## config.mk

```make
export PLATFORM = sky130hd
export DESIGN_NAME = xadc_drp_master
export DESIGN_NICKNAME = d
export VERILOG_FILES = /design/src/rtl/xadc_drp_pkg.sv /design/src/rtl/xadc_drp_timer.sv /design/src/rtl/xadc_drp_master.sv
export SDC_FILE = /design/constraint.sdc
export NUM_CORES = 1
export LEC_CHECK = 0
export CAP_MARGIN = 40
export CORE_MARGIN = 8
export CORE_UTILIZATION = 53
export CTS_BUF_LIST = sky130_fd_sc_hd__clkbuf_8
export DETAILED_ROUTE_END_ITERATION = 10
export GPL_TIMING_DRIVEN = 1
export PLACE_DENSITY_LB_ADDON = 0.12
export RECOVER_POWER = 25
export SLEW_MARGIN = 20
export SYNTH_ARGS = -nofsm -noshare
export SYNTH_HDL_FRONTEND = slang
export SYNTH_SLANG_ARGS = --single-unit
```

## constraint.sdc

```tcl
create_clock -name clk -period 5.7 [get_ports clk]
set_clock_uncertainty 0.05 [all_clocks]
set_input_delay 0.855 -clock clk [delete_from_list [all_inputs] [get_ports clk]]
set_output_delay 0.855 -clock clk [all_outputs]
set_load 0.01 [all_outputs]
```

## src/rtl/xadc_drp_pkg.sv

```systemverilog
// Shared DRP widths, FSM state encoding and XADC register addresses for the
// XADC DRP master and its benches.
package xadc_drp_pkg;

    localparam int DRP_ADDR_W = 7;
    localparam int DRP_DATA_W = 16;

    localparam logic [DRP_ADDR_W-1:0] DEF_CH_BASE    = 7'h1c;
    localparam logic [DRP_ADDR_W-1:0] XADC_CFG0_ADDR = 7'h40;

    typedef enum logic [2:0] {
        ST_IDLE,
        ST_RD_REQ,
        ST_RD_WAIT,
        ST_WR_REQ,
        ST_WR_WAIT
    } drp_state_t;

    function automatic logic [DRP_ADDR_W-1:0] ch_addr(
        input logic [DRP_ADDR_W-1:0] base,
        input logic [3:0]            ch
    );
        return base + DRP_ADDR_W'(ch);
    endfunction

endpackage

```

## src/rtl/xadc_drp_timer.sv

```systemverilog
// Loadable down-counter bounding one DRP transaction; expired is high once an
// armed count has reached zero, until the next clear or load.
module drp_timer #(
    parameter int TIMEOUT = 255,
    parameter int CNT_W   = $clog2(TIMEOUT + 1)
) (
    input  logic             clk,
    input  logic             reset,
    input  logic             load,
    input  logic             clear,
    input  logic [CNT_W-1:0] load_val,
    output logic             expired
);

    logic [CNT_W-1:0] cnt_q, cnt_d;
    logic             armed_q, armed_d;

    always_comb begin
        // NOTE: defaults first so every path assigns every _d signal; no latches.
        cnt_d   = cnt_q;
        armed_d = armed_q;
        if (clear) begin
            cnt_d   = '0;
            armed_d = 1'b0;
        end else if (load) begin
            cnt_d   = load_val;
            armed_d = 1'b1;
        end else if (armed_q && (cnt_q != '0)) begin
            cnt_d = cnt_q - 1'b1;
        end
    end

    // NOTE: state flops use non-blocking assignments; combinational logic above uses blocking.
    always_ff @(posedge clk or posedge reset) begin
        if (reset) begin
            cnt_q   <= '0;
            armed_q <= 1'b0;
        end else begin
            cnt_q   <= cnt_d;
            armed_q <= armed_d;
        end
    end

    assign expired = armed_q && (cnt_q == '0);

endmodule

```

## src/rtl/xadc_drp_master.sv

```systemverilog
// XADC DRP initiator: sweeps channel status registers on each eoc edge,
// interleaves single configuration writes, and bounds every transaction.
module xadc_drp_master
    import xadc_drp_pkg::*;
#(
    parameter int                    NUM_CH  = 4,
    parameter logic [DRP_ADDR_W-1:0] CH_BASE = DEF_CH_BASE,
    parameter int                    TIMEOUT = 255
) (
    input  logic                         clk,
    input  logic                         reset,
    input  logic                         eoc_in,
    output logic                         den_out,
    output logic                         dwe_out,
    output logic [DRP_ADDR_W-1:0]        daddr_out,
    output logic [DRP_DATA_W-1:0]        di_out,
    input  logic                         drdy_in,
    input  logic [DRP_DATA_W-1:0]        do_in,
    input  logic                         wr_req,
    input  logic [DRP_ADDR_W-1:0]        wr_addr,
    input  logic [DRP_DATA_W-1:0]        wr_data,
    output logic                         wr_ack,
    output logic [DRP_DATA_W*NUM_CH-1:0] ch_data,
    output logic                         ch_valid,
    output logic [3:0]                   ch_idx,
    output logic                         sweep_done,
    input  logic                         clear_err,
    output logic                         timeout_err,
    output logic                         overrun_err
);

    localparam int         CNT_W   = $clog2(TIMEOUT + 1);
    localparam logic [3:0] LAST_CH = 4'(NUM_CH - 1);

    drp_state_t                   state_q, state_d;
    logic [3:0]                   ch_q, ch_d, ch_next;
    logic                         eoc_q, eoc_d, eoc_edge;
    logic                         sweep_pend_q, sweep_pend_d, pend_take;
    logic                         den_q, den_d, dwe_q, dwe_d;
    logic [DRP_ADDR_W-1:0]        daddr_q, daddr_d;
    logic [DRP_DATA_W-1:0]        di_q, di_d;
    logic                         wr_ack_q, wr_ack_d;
    logic                         ch_valid_q, ch_valid_d;
    logic [3:0]                   ch_idx_q, ch_idx_d;
    logic                         sweep_done_q, sweep_done_d;
    logic [DRP_DATA_W*NUM_CH-1:0] ch_data_q, ch_data_d;
    logic                         timeout_err_q, timeout_err_d;
    logic                         overrun_err_q, overrun_err_d;
    logic                         timeout_set, overrun_set;
    logic                         timer_load, timer_clear, timer_expired, xact_end;

    drp_timer #(
        .TIMEOUT (TIMEOUT),
        .CNT_W   (CNT_W)
    ) u_timer (
        .clk      (clk),
        .reset    (reset),
        .load     (timer_load),
        .clear    (timer_clear),
        .load_val (CNT_W'(TIMEOUT - 1)),
        .expired  (timer_expired)
    );

    assign eoc_edge = eoc_in & ~eoc_q;
    assign xact_end = drdy_in | timer_expired;
    assign ch_next  = ch_q + 4'd1;

    always_comb begin
        state_d      = state_q;
        ch_d         = ch_q;
        eoc_d        = eoc_in;
        den_d        = 1'b0;
        dwe_d        = 1'b0;
        daddr_d      = daddr_q;
        di_d         = di_q;
        wr_ack_d     = 1'b0;
        ch_valid_d   = 1'b0;
        ch_idx_d     = ch_idx_q;
        sweep_done_d = 1'b0;
        ch_data_d    = ch_data_q;
        pend_take    = 1'b0;
        timeout_set  = 1'b0;
        timer_load   = 1'b0;
        timer_clear  = 1'b0;

        // den/dwe/daddr are asserted on entry to a REQ state so the strobe
        // leaves a flop in the same cycle the FSM is in that state.
        unique case (state_q)
            ST_IDLE: begin
                if (wr_req) begin
                    den_d   = 1'b1;
                    dwe_d   = 1'b1;
                    daddr_d = wr_addr;
                    di_d    = wr_data;
                    state_d = ST_WR_REQ;
                end else if (sweep_pend_q) begin
                    pend_take = 1'b1;
                    ch_d      = 4'd0;
                    den_d     = 1'b1;
                    daddr_d   = ch_addr(CH_BASE, 4'd0);
                    state_d   = ST_RD_REQ;
                end
            end
            ST_RD_REQ: begin
                timer_load = 1'b1;
                state_d    = ST_RD_WAIT;
            end
            ST_RD_WAIT: begin
                if (xact_end) begin
                    timer_clear = 1'b1;
                    if (drdy_in) begin
                        for (int i = 0; i < NUM_CH; i++) begin
                            if (ch_q == 4'(i)) begin
                                ch_data_d[DRP_DATA_W*i +: DRP_DATA_W] = do_in;
                            end
                        end
                        ch_valid_d = 1'b1;
                        ch_idx_d   = ch_q;
                    end else begin
                        timeout_set = 1'b1;
                    end
                    if (ch_q == LAST_CH) begin
                        sweep_done_d = 1'b1;
                        state_d      = ST_IDLE;
                    end else begin
                        ch_d    = ch_next;
                        den_d   = 1'b1;
                        daddr_d = ch_addr(CH_BASE, ch_next);
                        state_d = ST_RD_REQ;
                    end
                end
            end
            ST_WR_REQ: begin
                timer_load = 1'b1;
                state_d    = ST_WR_WAIT;
            end
            ST_WR_WAIT: begin
                if (xact_end) begin
                    timer_clear = 1'b1;
                    wr_ack_d    = 1'b1;
                    timeout_set = ~drdy_in;
                    state_d     = ST_IDLE;
                end
            end
            default: state_d = ST_IDLE;
        endcase

        // An edge landing while the pending request is being consumed starts
        // a fresh request rather than counting as an overrun.
        overrun_set   = eoc_edge & sweep_pend_q & ~pend_take;
        sweep_pend_d  = (sweep_pend_q & ~pend_take) | eoc_edge;
        timeout_err_d = timeout_set | (timeout_err_q & ~clear_err);
        overrun_err_d = overrun_set | (overrun_err_q & ~clear_err);
    end

    always_ff @(posedge clk or posedge reset) begin
        if (reset) begin
            state_q       <= ST_IDLE;
            ch_q          <= 4'd0;
            eoc_q         <= 1'b0;
            sweep_pend_q  <= 1'b0;
            den_q         <= 1'b0;
            dwe_q         <= 1'b0;
            daddr_q       <= '0;
            di_q          <= '0;
            wr_ack_q      <= 1'b0;
            ch_valid_q    <= 1'b0;
            ch_idx_q      <= 4'd0;
            sweep_done_q  <= 1'b0;
            // NOTE: the result registers are reset too; downstream must never see stale samples after reset.
            ch_data_q     <= '0;
            timeout_err_q <= 1'b0;
            overrun_err_q <= 1'b0;
        end else begin
            state_q       <= state_d;
            ch_q          <= ch_d;
            eoc_q         <= eoc_d;
            sweep_pend_q  <= sweep_pend_d;
            den_q         <= den_d;
            dwe_q         <= dwe_d;
            daddr_q       <= daddr_d;
            di_q          <= di_d;
            wr_ack_q      <= wr_ack_d;
            ch_valid_q    <= ch_valid_d;
            ch_idx_q      <= ch_idx_d;
            sweep_done_q  <= sweep_done_d;
            ch_data_q     <= ch_data_d;
            timeout_err_q <= timeout_err_d;
            overrun_err_q <= overrun_err_d;
        end
    end

    assign den_out     = den_q;
    assign dwe_out     = dwe_q;
    assign daddr_out   = daddr_q;
    assign di_out      = di_q;
    assign wr_ack      = wr_ack_q;
    assign ch_valid    = ch_valid_q;
    assign ch_idx      = ch_idx_q;
    assign sweep_done  = sweep_done_q;
    assign ch_data     = ch_data_q;
    assign timeout_err = timeout_err_q;
    assign overrun_err = overrun_err_q;

endmodule

```

After elaboration in Yosys (flattened, before gate mapping)
Cells that the tools add are included.
{ "totals": {"reg_bits": 116, "latchBits": 0, "mem_bits_rw": 0, "n_memories": 0, "romBits": 0} }
{ "classes": {"reduce_logical": 20, "n_addsub": 3, "n_mux": 44, "eq_ne": 13, "n_shift": 0, "multipliers": 0, "n_bitwise": 14, "div_mod_pow": 0, "n_lt_le_gt_ge": 0} }
{ "op_table": {"columns": ["op", "count"], "rows": [
  ["2-to-1 mux 7 bit", 4],
  ["2-to-1 mux 1 bit", 24],
  ["2-to-1 mux 8 bit", 3],
  ["AND reduction 4 bit", 5],
  ["2-to-1 mux 4 bit", 4],
  ["one-hot mux 3 bit (5 select lines)", 1],
  ["one-hot mux 7 bit (2 select lines)", 1],
  ["2-to-1 mux 3 bit", 4],
  ["inequality test 2 bit, second input constant", 5],
  ["equality test 4 x 2 -> 1 bit, second input constant", 2],
  ["zero test 8 bit", 1],
  ["one-hot mux 4 bit (2 select lines)", 1],
  ["nonzero test 8 bit", 1],
  ["subtractor 8 x 1 -> 8 bit, second input constant", 1],
  ["adder 5 x 4 -> 6 bit, first input constant", 1],
  ["bitwise AND 1 bit", 6],
  ["equality test 3 x 2 -> 1 bit, second input constant", 2],
  ["AND reduction 3 bit", 2],
  ["AND reduction 5 bit", 1],
  ["adder 4 x 1 -> 4 bit, second input constant", 1],
  ["equality test 4 x 1 -> 1 bit, second input constant", 1],
  ["zero test 4 bit", 1],
  ["NOT 1 bit", 4],
  ["OR 1 bit", 4],
  ["other kinds (10)", 14]
]} }

Longest topological paths before layout
{ "logic_depth": {"word_depth": 6, "ltp_mapped": 7} }

By module
Synthesis repeated with hierarchy kept, for this count alone.
{ "unflattened": {"hier_cells": 356, "area_unflattened_um2": 4894.7} }
{ "modules_own_cells": {"columns": ["mod", "seq_area_each_um2", "cells_each", "area_per_inst_um2", "n_inst"], "rows": [
  ["xadc_drp_master", 2677.6, 293, 4312.9, 1],
  ["drp_timer", 225.2, 63, 581.8, 1]
]} }

Worst setup path before layout
No wires, ideal clock.
{ "synth_timing": {"kind": "input-to-reg", "from": "in drdy_in", "to": "reg ch_data_q[0], in the netlist ch_data[0]", "cell_stages": 5, "path_buffers": 1, "arrival_time_ps": 2026, "slack_ps": 3499, "path_cell_list": "inv_1 nor4b_4 nand2_4 buf_6 mux2_4"} }
{ "synth_via": {"elab_chain_cells": 2} }
{ "synth_rtl": {"columns": ["element", "line_no", "rtl"], "rows": [
  ["start, declared", "xadc_drp_master.sv:17", "input logic drdy_in,"],
  ["OR 1 bit", "xadc_drp_master.sv:65", "assign xact_end = drdy_in | timer_expired;"],
  ["AND reduction 4 bit (no line) *", null, null],
  ["end signal, assigned", "xadc_drp_master.sv:187", "ch_data_q <= ch_data_d;"],
  ["end, declared", "xadc_drp_master.sv:46", "logic [DRP_DATA_W*NUM_CH-1:0] ch_data_q, ch_data_d;"]
]} }
Mark *: on every way between the ends. The rest lies on a longest branch, timed or not.
A chain may end at the register's enable or synchronous reset.

Worst setup path after layout
{ "layout_timing": {"from": "in wr_req", "to": "reg di_q[15], in the netlist di_out[15]"} }
{ "layout_via": {"elab_chain_cells": 1} }
{ "layout_rtl": {"columns": ["element", "line_no", "rtl"], "rows": [
  ["start, declared", "xadc_drp_master.sv:19", "input logic wr_req,"],
  ["AND reduction 2 bit (no line)", null, null],
  ["end signal, assigned", "xadc_drp_master.sv:182", "di_q <= di_d;"],
  ["end, declared", "xadc_drp_master.sv:41", "logic [DRP_DATA_W-1:0] di_q, di_d;"]
]} }
No other way between the ends.

==> results.cfg <==
[die]
floorplan.io_pins = 143
die-height_um = 114
placementRows = 35
floorplan.die.width_um = 114
initial_core_util_pct = 54.7
die_footprint_mm2 = 0.0129
coreArea_mm2 = 0.00924

[layout]
final-instance-count-excl-fill = 651
area_growth_syn_to_layout_pct = 37.6
fraction_of_layout_instances_using_a_drive_strength_above_1_pct = 25.1
design.final.nets = 560
fillCellCount = 597
final_cell_mix = clkdlybuf4s50_1, dfrtp_1, mux2_2, mux2_4, clkbuf_8
antenna_cells_inserted = 0
most_frequent_standard_cell_in_the_layout_excluding_fill_and_tap_cells = clkdlybuf4s50_1
post-route-util_pct = 75.2

[min_path]
worst_hold_path.num_cells = 1
worst_hold_startpoint = ch_data[59]
timing.hold.worst_endpoint = ch_data[59]
min-delay-path-class = reg -> reg

[logic_synthesis]
synth_area_leader_cell = dfrtp_1
synthesis.area_mm2 = 0.00505
mappedNetlistNets = 408
dominantRegCellSynth = dfrtp_1
async_reset_ff_share_pct = 100
synth_sequential_area_ratio_pct = 57.4
gate_count_post_synth = 357
synth_enable_flop_cells = 0
netlist-cell-type-count = 55
post_synth_main_area_contributors = dfrtp_1, mux2_4, mux2_2
synth_area_per_cell_um2 = 14.2
post-synth-top-area-fraction_pct = 57.4
ys_warn_count = 0
synth.ff_latch_count = 116

[worst_setup_path]
crit_end_element = register
critical_path_peak_fanout = 17
rr_endpoint = u_timer.cnt_q[4]
r2r_start = u_timer.cnt_q[0]
data_arrival_time_of_the_critical_path_ns = 3.03
crit_required_ns = 5.95
reg2reg_setup_slack_ns = 3.01
critical_path_class = in -> reg
worstSetupStartpointType = input pin
reg2regPathDepth = 6

[global_routing]
number_of_global_route_vias_before_repair = 3698
grt_start_max_net_pins = 45
grt_util_all_layers_pct = 19.6
grt_first_pass_wirelength_um = 19600
grt_antenna_before_repair = 0
globalRouteOverflowTotal = 0

[power_and_ir_drop]
peakVddDrop_mv = 0.353
static-leakage-power_nw = 3.19
pwr_cell_area_mw_per_mm2 = 561

[sta]
final-max-slew-violation-count = 35
period_share_pct = 48.8
fin_worst_hold_slack_ns = 0.453
setup_repair_after_global_routing_missed_its_margin = no
slew_headroom_pct = -10.8
fmax_ghz = 0.360
setup_total_negative_slack_ns = 0
timing.final.ws_setup_ns = 2.92
final_report_setup_violation_count = 0
finalHoldViolations = 0
tightest_slew_ns = 1.65
final.min_clock_period_ns = 2.78

[place]
dp_slack_ns = 2.69
port-buffer-count = 142
gp_routability_congestion = 0.815
placed_wire_length_estimate_after_detailed_placement_um = 8680
dp_cells = 618

[clock_network]
cts.repair_timing.setup_buffer_count = 0
cts_hold_buf = 0
clock_tree.root_cell = clkbuf_8
cts_tree = yes
cts_inserted_buffers = 17
cts-resized-gates = 0
clk_pin_slew_worst_paths_ns = 0.06
cts-htree-levels = 4
clockBufferDepth = 2
numClockSinks = 116
clock_insertion_delay_worst_skew_ns = 0.42

[routing]
drtAntennaViolNets = 0
drt_iter0_drcs = 98
drt_pass1_iterations = 4
dr_vias_cell = 5.22
wl_per_cell_um = 18.5
drt_wl_total_um = 12000
drc = 0
via_count = 3396

[outcome]
violations = capacitance limit, slew limit
status = finished with violations

[flow_run]
maxCapViolations = 1
==> state kept, by name (all words and copies together), names as in the netlist, 3 cells and up <==
register and count:
daddr_out 7, ch_data 64, di_out 16, ch_q 4, ch_idx 4, state_q 3
u_timer.cnt_q 8
==> power breakdown <==
part | leakage, nW | switching, mW | total, mW | internal [mW]
clock network | 0.201 | 0.318 | 0.707 | 0.389
registers | 1.45 | 0.260 | 1.44 | 1.18
logic | 1.54 | 0.714 | 1.76 | 1.04
total | 3.19 | 1.29 | 3.90 | 2.61
==> worst max-delay path: stages <==
cell and delay, ns:
dlygate4sd3_1 0.74, inv_1 0.16, nor2_2 0.17, clkbuf_1 0.68, mux2_2 0.42
==> layer usage <==
layer / track usage [%] / share of wire [%] / wire, um / vias up
li1: - / - / - / 1583
met2: 30.4 / 48 / 5800 / 111
met5: 0 / 0 / 0 / -
met1: 22.9 / 41 / 4940 / 1685
met4: 7.99 / 1.7 / 199 / 0
met3: 9.46 / 9.0 / 1080 / 17
==> worst max-delay path by stage <==
stage                     start          endpoint  slack, ns  cells past startpoint
5_1_grt                   reset       ch_data[30]       2.78                      3
3_5_place_dp             wr_req        di_out[14]       2.69                      4
4_1_cts        u_timer.cnt_q[0]  u_timer.cnt_q[4]       3.04                      6
3_3_place_gp            drdy_in       ch_data[36]       2.76                      5
2_1_floorplan             reset        ch_data[0]       1.72                      1
6_report                 wr_req        di_out[15]       2.92                      5
==> synthesized netlist by cell type, types with 4 or more instances <==
| cell type | number |
|---|---|
| xor2_1 | 5 |
| o21ai_0 | 5 |
| nand2_4 | 4 |
| nand3_1 | 4 |
| inv_1 | 15 |
| mux2_4 | 40 |
| ha_1 | 6 |
| buf_6 | 5 |
| nor3_1 | 6 |
| nor2_1 | 15 |
| a21oi_1 | 12 |
| nand2_1 | 12 |
| mux2_2 | 47 |
| clkbuf_1 | 4 |
| dfrtp_1 | 116 |
==> cell families after synthesis <==
kind of cell               Yosys count  synth area share, %
DFF                                116                 57.4
muxes                               88                 22.6
and+or+nand+nor                     65                 7.85
AOI/OAI and AO/OA                   48                 6.66
buffers and inverters               27                 2.80
xor gates and xnor gates             7                 1.21
adders and majority gates            6                 1.49
==> stage by stage <==
| stage | cell area [um2] | total power [mW] |
|---|---|---|
| after CTS | 6950 | 3.94 |
| after global placement | 6560 | 3.16 |
| after floorplan | 5050 | 2.37 |
| after detailed placement | 6580 | 3.22 |
| after global routing | 6950 | 4.14 |
| final | 6950 | 3.90 |
==> layout make-up <==
cell class	count	area, um2	area share, %
clock buffers	18	248	3.56
clock inverters	14	121	1.75
inverters	15	57.6	0.828
multi-input cells	214	2010	28.9
flip-flops and latches	116	2900	41.7
well taps	129	161	2.32
repair buffers	145	1450	20.9
(Power assumes the default switching activity.)
